### src/rtl/mips_ctrl_pkg.sv
// Shared constants and types for the multicycle MIPS main control FSM:
// opcodes, OpALU codes, state encodings and the bundled control-strobe record.
package mips_ctrl_pkg;

    localparam logic [5:0] OP_RTYPE = 6'b000000;
    localparam logic [5:0] OP_LW    = 6'b100011;
    localparam logic [5:0] OP_SW    = 6'b101011;
    localparam logic [5:0] OP_BEQ   = 6'b000100;
    localparam logic [5:0] OP_J     = 6'b000010;
    localparam logic [5:0] OP_ADDI  = 6'b001000;

    localparam logic [1:0] ALUOP_ADD   = 2'b00;
    localparam logic [1:0] ALUOP_SUB   = 2'b01;
    localparam logic [1:0] ALUOP_FUNCT = 2'b10;

    typedef enum logic [3:0] {
        S_FETCH  = 4'd0,
        S_DECODE = 4'd1,
        S_MEMADR = 4'd2,
        S_MEMRD  = 4'd3,
        S_MEMWB  = 4'd4,
        S_MEMWR  = 4'd5,
        S_EXEC   = 4'd6,
        S_ALUWB  = 4'd7,
        S_BRANCH = 4'd8,
        S_JUMP   = 4'd9,
        S_ADDIEX = 4'd10,
        S_ADDIWB = 4'd11
    } state_t;

    typedef struct packed {
        logic       pc_write;
        logic       pc_write_cond;
        logic       iord;
        logic       mem_read;
        logic       mem_write;
        logic       mem_to_reg;
        logic       ir_write;
        logic [1:0] pc_source;
        logic [1:0] op_alu;
        logic       alu_src_a;
        logic [1:0] alu_src_b;
        logic       reg_write;
        logic       reg_dst;
    } ctrl_t;

endpackage

### src/rtl/mips_multicycle_control.sv
// Moore main-control FSM of the multicycle MIPS datapath.
// Define MIPS_ADDI_EN to add the ADDIEX/ADDIWB states for addi.
module mips_multicycle_control
    import mips_ctrl_pkg::*;
#(
    parameter int STATE_W = 4
) (
    input  logic               clk,
    input  logic               reset,
    input  logic [5:0]         opcode,
    output logic               PCWrite,
    output logic               PCWriteCond,
    output logic               IorD,
    output logic               MemRead,
    output logic               MemWrite,
    output logic               MemtoReg,
    output logic               IRWrite,
    output logic [1:0]         PCSource,
    output logic [1:0]         OpALU,
    output logic               ALUSrcA,
    output logic [1:0]         ALUSrcB,
    output logic               RegWrite,
    output logic               RegDst,
    output logic               illegal_op,
    output logic [STATE_W-1:0] state
);

    state_t     cur, nxt;
    logic [5:0] op_q;
    logic       illegal_q, illegal_d;
    ctrl_t      c;

    // NOTE: state registers use non-blocking assignments so every flop samples
    // the pre-edge values, independent of block ordering.
    always_ff @(posedge clk) begin
        if (reset) begin
            cur       <= S_FETCH;
            op_q      <= '0;
            illegal_q <= 1'b0;
        end else begin
            cur       <= nxt;
            illegal_q <= illegal_d;
            if (cur == S_DECODE)
                op_q <= opcode;
        end
    end

    // NOTE: every combinational output gets a default before the case, so no
    // path leaves a signal unassigned and no latch is inferred.
    always_comb begin
        nxt       = S_FETCH;
        illegal_d = 1'b0;
        case (cur)
            S_FETCH:  nxt = S_DECODE;
            S_DECODE: begin
                case (opcode)
                    OP_LW, OP_SW: nxt = S_MEMADR;
                    OP_RTYPE:     nxt = S_EXEC;
                    OP_BEQ:       nxt = S_BRANCH;
                    OP_J:         nxt = S_JUMP;
`ifdef MIPS_ADDI_EN
                    OP_ADDI:      nxt = S_ADDIEX;
`endif
                    default: begin
                        nxt       = S_FETCH;
                        illegal_d = 1'b1;
                    end
                endcase
            end
            // The opcode port may already carry the next instruction here.
            S_MEMADR: nxt = (op_q == OP_LW) ? S_MEMRD : S_MEMWR;
            S_MEMRD:  nxt = S_MEMWB;
            S_EXEC:   nxt = S_ALUWB;
`ifdef MIPS_ADDI_EN
            S_ADDIEX: nxt = S_ADDIWB;
`endif
            default:  nxt = S_FETCH;
        endcase
    end

    always_comb begin
        c = '0;
        if (!reset) begin
            case (cur)
                S_FETCH: begin
                    c.mem_read  = 1'b1;
                    c.ir_write  = 1'b1;
                    c.alu_src_b = 2'b01;
                    c.op_alu    = ALUOP_ADD;
                    c.pc_write  = 1'b1;
                end
                S_DECODE: begin
                    c.alu_src_b = 2'b11;
                    c.op_alu    = ALUOP_ADD;
                end
                S_MEMADR: begin
                    c.alu_src_a = 1'b1;
                    c.alu_src_b = 2'b10;
                    c.op_alu    = ALUOP_ADD;
                end
                S_MEMRD: begin
                    c.mem_read = 1'b1;
                    c.iord     = 1'b1;
                end
                S_MEMWB: begin
                    c.reg_write  = 1'b1;
                    c.mem_to_reg = 1'b1;
                end
                S_MEMWR: begin
                    c.mem_write = 1'b1;
                    c.iord      = 1'b1;
                end
                S_EXEC: begin
                    c.alu_src_a = 1'b1;
                    c.alu_src_b = 2'b00;
                    c.op_alu    = ALUOP_FUNCT;
                end
                S_ALUWB: begin
                    c.reg_write = 1'b1;
                    c.reg_dst   = 1'b1;
                end
                S_BRANCH: begin
                    c.alu_src_a     = 1'b1;
                    c.alu_src_b     = 2'b00;
                    c.op_alu        = ALUOP_SUB;
                    c.pc_write_cond = 1'b1;
                    c.pc_source     = 2'b01;
                end
                S_JUMP: begin
                    c.pc_write  = 1'b1;
                    c.pc_source = 2'b10;
                end
`ifdef MIPS_ADDI_EN
                S_ADDIEX: begin
                    c.alu_src_a = 1'b1;
                    c.alu_src_b = 2'b10;
                    c.op_alu    = ALUOP_ADD;
                end
                S_ADDIWB: c.reg_write = 1'b1;
`endif
                default: c = '0;
            endcase
        end
    end

    assign PCWrite     = c.pc_write;
    assign PCWriteCond = c.pc_write_cond;
    assign IorD        = c.iord;
    assign MemRead     = c.mem_read;
    assign MemWrite    = c.mem_write;
    assign MemtoReg    = c.mem_to_reg;
    assign IRWrite     = c.ir_write;
    assign PCSource    = c.pc_source;
    assign OpALU       = c.op_alu;
    assign ALUSrcA     = c.alu_src_a;
    assign ALUSrcB     = c.alu_src_b;
    assign RegWrite    = c.reg_write;
    assign RegDst      = c.reg_dst;
    assign illegal_op  = illegal_q & ~reset;
    assign state       = reset ? '0 : STATE_W'(cur);

endmodule
### config.mk
export PLATFORM = sky130hd
export DESIGN_NAME = mips_multicycle_control
export DESIGN_NICKNAME = d
export VERILOG_FILES = /design/src/rtl/mips_ctrl_pkg.sv /design/src/rtl/mips_multicycle_control.sv
export SDC_FILE = /design/constraint.sdc
export NUM_CORES = 1
export LEC_CHECK = 0
export CORE_ASPECT_RATIO = 0.75
export CORE_UTILIZATION = 35
export DETAILED_ROUTE_END_ITERATION = 7
export PLACE_DENSITY = 0.67
export SLEW_MARGIN = 20
export SYNTH_ARGS = -nofsm -noshare
export SYNTH_HDL_FRONTEND = slang
export SYNTH_SLANG_ARGS = --single-unit
### constraint.sdc
create_clock -name clk -period 2.1 [get_ports clk]
set_input_delay 0.315 -clock clk [delete_from_list [all_inputs] [get_ports clk]]
set_output_delay 0.315 -clock clk [all_outputs]
set_load 0.03 [all_outputs]
==> results of run 1 <==
==> registers in the layout, indices dropped and copies added, names as in the netlist <==
name / count
cur: 4
illegal_q: 1
op_q: 6
==> cells in the mapped netlist, drive strengths merged (2+ instances only) <==
cell type   n
xnor2       2
dfxtp      11
nor2b       3
mux2i       6
nand4       2
buf         5
nor4b       2
xor2        2
nand2b      3
nor4        4
or3         2
nor3       10
nor2       13
inv         4
clkbuf      2
==> worst min-delay path, cell delays in order, from the launching register on <==
cell and delay (ps):
sky130_fd_sc_hd__dfxtp_1 330, sky130_fd_sc_hd__mux2i_1 70, sky130_fd_sc_hd__nor2_1 80
==> power groups by stage <==
stage	Sequential, mW	Combinational (mW)	Clock, mW
CTS	0.231	0.111	0.149
global placement	0.235	0.109	0
detailed placement	0.235	0.111	0
global route	0.233	0.119	0.166
finish	0.231	0.111	0.145
floorplan	0.228	0.0737	0
==> cell families (layout without fill, tap and decap cells) <==
group           Yosys count  in the layout
simple gates             46             46
flops                    11             11
buf+inv                  11             40
compound gates            7              7
mux                       6              6
xor+xnor                  4              4
==> area by class of cell <==
| type | instances | area (µm²) |
|---|---|---|
| fillers | 183 | 842 |
| multi-input cells | 63 | 433 |
| repair buffers | 32 | 258 |
| flip-flops and latches | 11 | 220 |
| well taps | 22 | 27.5 |
| clock buffers | 4 | 26.3 |
| inverters | 4 | 15.0 |
==> per-layer routing <==
layer / global-route usage / share of wire / wire length (µm) / vias to the layer above
met5: 0 / 0 / 0 / -
met4: 0.0769 / 0.013 / 23 / 0
met3: 0.0556 / 0.033 / 57 / 4
met2: 0.256 / 0.46 / 785 / 10
met1: 0.246 / 0.50 / 859 / 315
li1: - / - / - / 364
==> worst max path at each step <==
stage,start,to,slack [ps],cells past startpoint
floorplan,reset,PCSource[0],30,4
global placement,reset,OpALU[1],180,4
detailed placement,reset,IRWrite,180,4
CTS,reset,IRWrite,180,4
global route,cur[0],OpALU[1],90,3
finish,reset,IRWrite,160,4
==> results.txt, run 1 <==
- The tightest min-delay check is of the reg2reg type.
* Portion of the clock cycle consumed by the worst path in the final layout: 0.923
* Post-route standard cell area excluding fillers: slightly below 0.001 mm²
- The flow ran to the end, and the final reports show no timing, DRC or antenna violations.
- Of the total power, the clock network draws 0.298.
- RSZ-0062 raised after global routing: no
- Worst Path Arrival: 1620 ps
- The first detailed-routing pass took 3 iterations.
- Counting flops with a built-in enable in the synthesized netlist gives 0.
* Skew final: 11.8 ps
* Maximum number of pins on one net before global-route repair: 14
* Number of primary I/O pins: 29
- Number of antenna repair diodes: 0
- Effective utilization at floorplan: 0.389
- Headroom to the max-slew limit came out at 0.622.
- In this run the power density over the cells is ~500 mW/mm².
- Share of post-route cells with drive strength above 1: 0.272
* Post-Place Cell Area: ~950 µm²
- Overall die area: 0.00221 mm²
- STA classifies the critical path endpoint as a primary output.
* Core occupancy in the finished layout: 0.538
* Critical Path, Cell by Cell: clkdlybuf4s50_1, or3_4, nor3_1, buf_4
- Post-CTS repair changed the size of 0 cells.
- The analysis attributes to cell leakage a power of between 0.4 and 0.5 nW.
- After technology mapping, the gate count stands at between 80 and 90.
* Overall track demand over capacity in global routing: 0.179
- Detailed placement ended at an HPWL of ~1300 µm.
- After routing, the total negative slack on setup checks comes to 0 ps.
- Share of synthesized cell area in and, or, nand and nor gates: 0.400
- Total of flip-flops plus latches after synthesis: 11
- Actual transition at the worst max-transition pin: between 500 and 600 ps
- For this block, the initial DRC count from the detailed router was 5.
- Max-Cap Viols: 0
* Multiplexer area fraction after synthesis: 0.0847
- The Yosys step of the flow raised 0 warnings.
* Dominant combinational cell family by area after synthesis: simple AND/OR/NAND/NOR gates
- The longest clock path from root to sink contains 2 buffers.
- Nets: 123
* Vias after detailed routing: between 600 and 700
- The later pin in the worst-skew pair is clocked with a latency of between 200 and 300 ps.
* Placed Cells incl. Taps: 132
- For hold timing, the worst endpoint is op_q[1].
- IR Drop Worst-Case VDD: between 0.3 and 0.4 mV
- The synthesized netlist contains 33 unique library cells.
* Capture point of the worst reg-to-reg path: op_q[0]
* Worst Path Required: around 1800 ps
- Final hold analysis gives a worst-case slack of a little over 500 ps.
* Tot Pwr: approximately 0.49 mW
* Largest area contributor in the synthesized netlist: sky130_fd_sc_hd__dfxtp_1
- Post-route insts no fill: between 100 and 150
* Source of the worst hold timing path: op_q[1]
* Wire length of the first global-routing pass: approximately 2700 µm
- Cell internal power was estimated by the tool at about 0.34 mW.
- The library cell used most frequently in the layout, excluding fill and tap cells, is sky130_fd_sc_hd__buf_4.
- Layout-stage area growth over the synthesis result: 38.1%
- Fraction of the mapped netlist area in compound gates: 0.0758
- Cell at the slowest stage of the critical path: sky130_fd_sc_hd__clkdlybuf4s50_1
- Core area: between 0.0015 and 0.002 mm²
- Most used cells in the layout excluding fill and tap cells: sky130_fd_sc_hd__buf_4 (25), sky130_fd_sc_hd__nor2_1 (13), sky130_fd_sc_hd__dfxtp_1 (11), sky130_fd_sc_hd__nor3_1 (10), sky130_fd_sc_hd__clkdlybuf4s50_1 (7)
- Share of the synthesized area in the top cell type: 0.310
- After clock tree synthesis, the clock-pin slew on the worst setup and hold paths is 60 ps.
- Async set-or-reset flop fraction in the synthesized netlist: 0
- Final Hold Vio Count: 0
* Setup WS post-layout: approximately 160 ps
- The worst register-to-register path begins at cur[0].
- In this run the tool buffered the top-level ports with 28 buffer cells.
- Final period demand of the worst path: slightly below 2000 ps
- Final setup violation count: 0
- Post-detailed-route wirelength per cell: about 13 µm
* CTS tree: done
- Buffers added to address setup during post-CTS repair amount to 0.
- Hold buffer count at cts: 0
- For this run, the top clock speed supported by timing is approximately 520 MHz.
- Number of instances on the worst hold path: 2
- The number of nets handed over by synthesis was 93.
- The most used flip-flop cell after synthesis is sky130_fd_sc_hd__dfxtp_1.
- CP Buf/Inv Count: 2
* Net switching power: 0.143 mW
* Num rows: 13
* Die height: slightly above 40 µm
- Final ANT Viol Nets: 0
- Portion of total power attributed to sequential cells: 0.474
- The critical path in this run is classified as in2out.
- Of the total power, the share spent switching nets is 0.294.
- Timing analysis after detailed placement gives a worst setup slack of between 150 and 200 ps.
* GP Congestion: around 0.76
- Sequential-to-total area share from yosys stat: 0.310
- Overall die width: between 50 and 60 µm
* Antenna violations before repair: 0
* Post-Synthesis Mean Instance Area: approximately 8.3 µm²
- The worst register-to-register path has a setup slack of around 430 ps.
- The worst setup path is launched from an input pin.
- Counting cells, the worst reg-to-reg path comes to 3.
- Wires add up to 1730 µm.
* Comb pwr share: 0.228
* Largest delay contributor family on the critical path: buffers and inverters
* Number of clock buffers inserted by TritonCTS: 3
- Global route overflow: 0
* Cell types occupying the most area after synthesis: sky130_fd_sc_hd__dfxtp_1 (31%), sky130_fd_sc_hd__mux2i_1 (8.5%), sky130_fd_sc_hd__nor3_1 (7.1%)
* Biggest fanout along the worst timing path: 7
- On the worst path, the slowest cell contributes a delay of 520 ps.
- The root buffer cell chosen for the clock tree is sky130_fd_sc_hd__clkbuf_4.
* Number of sinks on the clock net: 11
- The mapped netlist covers 709 µm².
* Xor and xnor fraction of the mapped netlist area: 0.0494
- DR vias/cell: around 5.1
* Remaining DRCs: 0
- Final number of max-transition violations: 0
- Number of global-route vias before repair: 560
- Of the total synthesized cell area, the portion taken by full adders, half adders and majority gates is 0.
* H-tree depth reported by CTS: 1
No activity file was read; power rests on OpenSTA's default activity.
==> inputs of run 2 (changes only) <==
- CORE_ASPECT_RATIO: 0.75 -> unset
==> results.txt, run 2 (synthesized netlist as in run 1, its figures left out) <==
- Sum of negative setup slack: 0 ps (unchanged)
* Post-Place Cell Area: 950 µm² (-0.39%)
* Overall die area: 0.00221 mm² (about the same)
- Effective utilization at floorplan: 0.390 (about the same)
- The max-slew violation count came to 0 (unchanged).
* Worst Path Arrival: 1580 ps (-40 ps)
* RSZ-0062 raised after global routing: no
- Register-to-register setup slack: 460 ps (+30 ps)
- Nets: 122 (-0.81%)
* Actual transition at the worst max-transition pin: 536 ps (-27.7 ps)
* Register name with the most flops: op_q
- The path class of the tightest hold or removal check is reg2reg.
* Num rows: 15 (+2)
- STA classifies the critical path endpoint as a primary output.
* Run status: finished clean
* Max reg flops: 6 (unchanged)
- Core area: 0.00182 mm² (about the same)
- Die height: 47.0 µm (+15%)
- Length of the first detailed-routing pass in iterations: 4 (+1)
* IR Drop Worst-Case VDD: 0.277 mV (-23%)
- The global router's overall resource usage was 0.169 (-0.0105).
- Remaining DRCs: 0 (unchanged)
* Number of primary I/O pins: 29 (unchanged)
* Final Hold Vio Count: 0 (unchanged)
* H-tree depth reported by CTS: 1 (unchanged)
- The number of antenna violations at the first check in global routing is 0 (unchanged).
- Number of clock buffers inserted by TritonCTS: 3 (unchanged)
- Layout-stage area growth over the synthesis result: 37.7%
- Slew Limit Headroom: 0.641 (+0.0186)
* Clock root buffer master: sky130_fd_sc_hd__clkbuf_4
- The number of diodes was 0 (unchanged).
- The top fanout value on the critical path was 7 (unchanged).
- The count of routing violations after the opening detailed-route iteration was 13 (+8).
- GP Congestion: 0.728 (-4.6%)
* Hold buffer count at cts: 0 (unchanged)
- The data required time at the worst endpoint was 1780 ps (about the same).
- Final period demand of the worst path: 1890 ps (-45.0 ps)
- The clock insertion delay at the later pin of the skew report was 270 ps (about the same).
* Post-CTS resize count: 0 (unchanged)
* Maximum number of pins on one net before global-route repair: 15 (+1)
- Number of sinks on the clock net: 11 (unchanged)
- The number of I/O port buffers came to 28 (unchanged).
* Post-detailed-route wirelength per cell: 12.3 µm (-3.3%)
- The library cell used most frequently in the layout, excluding fill and tap cells, is sky130_fd_sc_hd__buf_4.
- The total number of vias was 710 (+2.5%).
* Global route overflow: 0 (unchanged)
- The clock-pin slew reported for the worst setup and hold paths after clock tree synthesis was 80 ps (+20 ps).
- Portion of the clock cycle consumed by the worst path in the final layout: 0.901 (-0.0214)
- The number of global-route vias before repair is 588 (+5.0%).
* Share of post-route cells with drive strength above 1: 0.274 (+0.00241)
* Leakage power: 0.406 nW (-0.51%)
- The cell area after layout came to 977 µm² (-0.26%).
- The final count of negative-setup-slack endpoints is 0 (unchanged).
- The largest buffer count on any clock path was 2 (unchanged).
- STA classifies the critical path startpoint as an input pin.
* Worst setup path category: in2out
- The final antenna-violating net count is 0 (unchanged).
* CTS tree: done
- Drt total wl: 1690 µm (-1.9%)
- Total half-perimeter wirelength after legalization and detailed placement: 1310 µm (-1.8%)
- The top cell types in the final layout, fill and taps aside, are sky130_fd_sc_hd__buf_4 (24), sky130_fd_sc_hd__nor2_1 (13), sky130_fd_sc_hd__dfxtp_1 (11), sky130_fd_sc_hd__nor3_1 (10), sky130_fd_sc_hd__clkdlybuf4s50_1 (7).
- The global-route wire length before repair came to 2570 µm (-3.1%).
- The horizontal extent of the die is 47.0 µm (-13%).
* Skew final: 14.8 ps (+2.98 ps)
- Largest registers: op_q x6, cur x4, illegal_q x1
* Post-CTS Repair Setup Buffers: 0 (unchanged)
- Power density of the placed cells: 495 mW/mm² (-0.48%)
- The routed via count divided by cell count came to 5.14 (+0.97%).
- Highest clock frequency the design can meet: 528 MHz (+2.4%)
- The max-cap check violation count was 0 (unchanged).
## run 2: changes by cell type in the layout (fill, tap and decap cells not counted)
cell	previous run	this run
sky130_fd_sc_hd__buf_4	25	24
sky130_fd_sc_hd__clkbuf_1	1	0
sky130_fd_sc_hd__clkinv_2	0	1
## run 2: power breakdown
part           switching (mW)  leakage (nW)  internal (mW)
logic                  0.0575         0.298         0.0501
clock network          0.0740        0.0177         0.0704
registers              0.0123        0.0901          0.219
## run 2: metal layers
metal | part of all wire | up-vias | global-route usage
met4 | 0.0053 | 0 | 0.0857
met5 | 0 | - | 0
li1 | - | 363 | -
met1 | 0.47 | 311 | 0.196
met3 | 0.061 | 2 | 0.0231
met2 | 0.46 | 34 | 0.300
## run 2: path summary, 6_finish.rpt
kind	startpoint	to	depth (start not counted)
worst min-delay path	op_q[0]	op_q[0]	2
worst max register to register	cur[0]	op_q[4]	3
worst max-delay path	reset	IRWrite	4
worst min register to register	op_q[0]	op_q[0]	2
## run 2: final cells by class
class                      count  area [µm²]
tap                           25        31.3
fill                         186         843
sequential                    11         220
inverter                       4        15.0
clock buffer                   3        22.5
multi-input combinational     63         433
timing repair buffer          31         250
clock inverter                 1        5.00
## run 2: stage by stage
step	hold slack [ps]	setup WS, ps	instances	utilization	total power, mW
final	508	207	138	0.537	0.483
after global routing	545	71.6	138	0.537	0.513
after CTS	509	212	138	0.537	0.490
after detailed placement	487	218	134	0.522	0.344
after global placement	474	233	134	0.522	0.343
after floorplan	391	32.2	85	-	0.302
## run 2: critical path, cell delays in order
cell and delay, ps:
sky130_fd_sc_hd__clkdlybuf4s50_1 520, sky130_fd_sc_hd__or3_4 410, sky130_fd_sc_hd__nor3_1 150, sky130_fd_sc_hd__buf_4 190
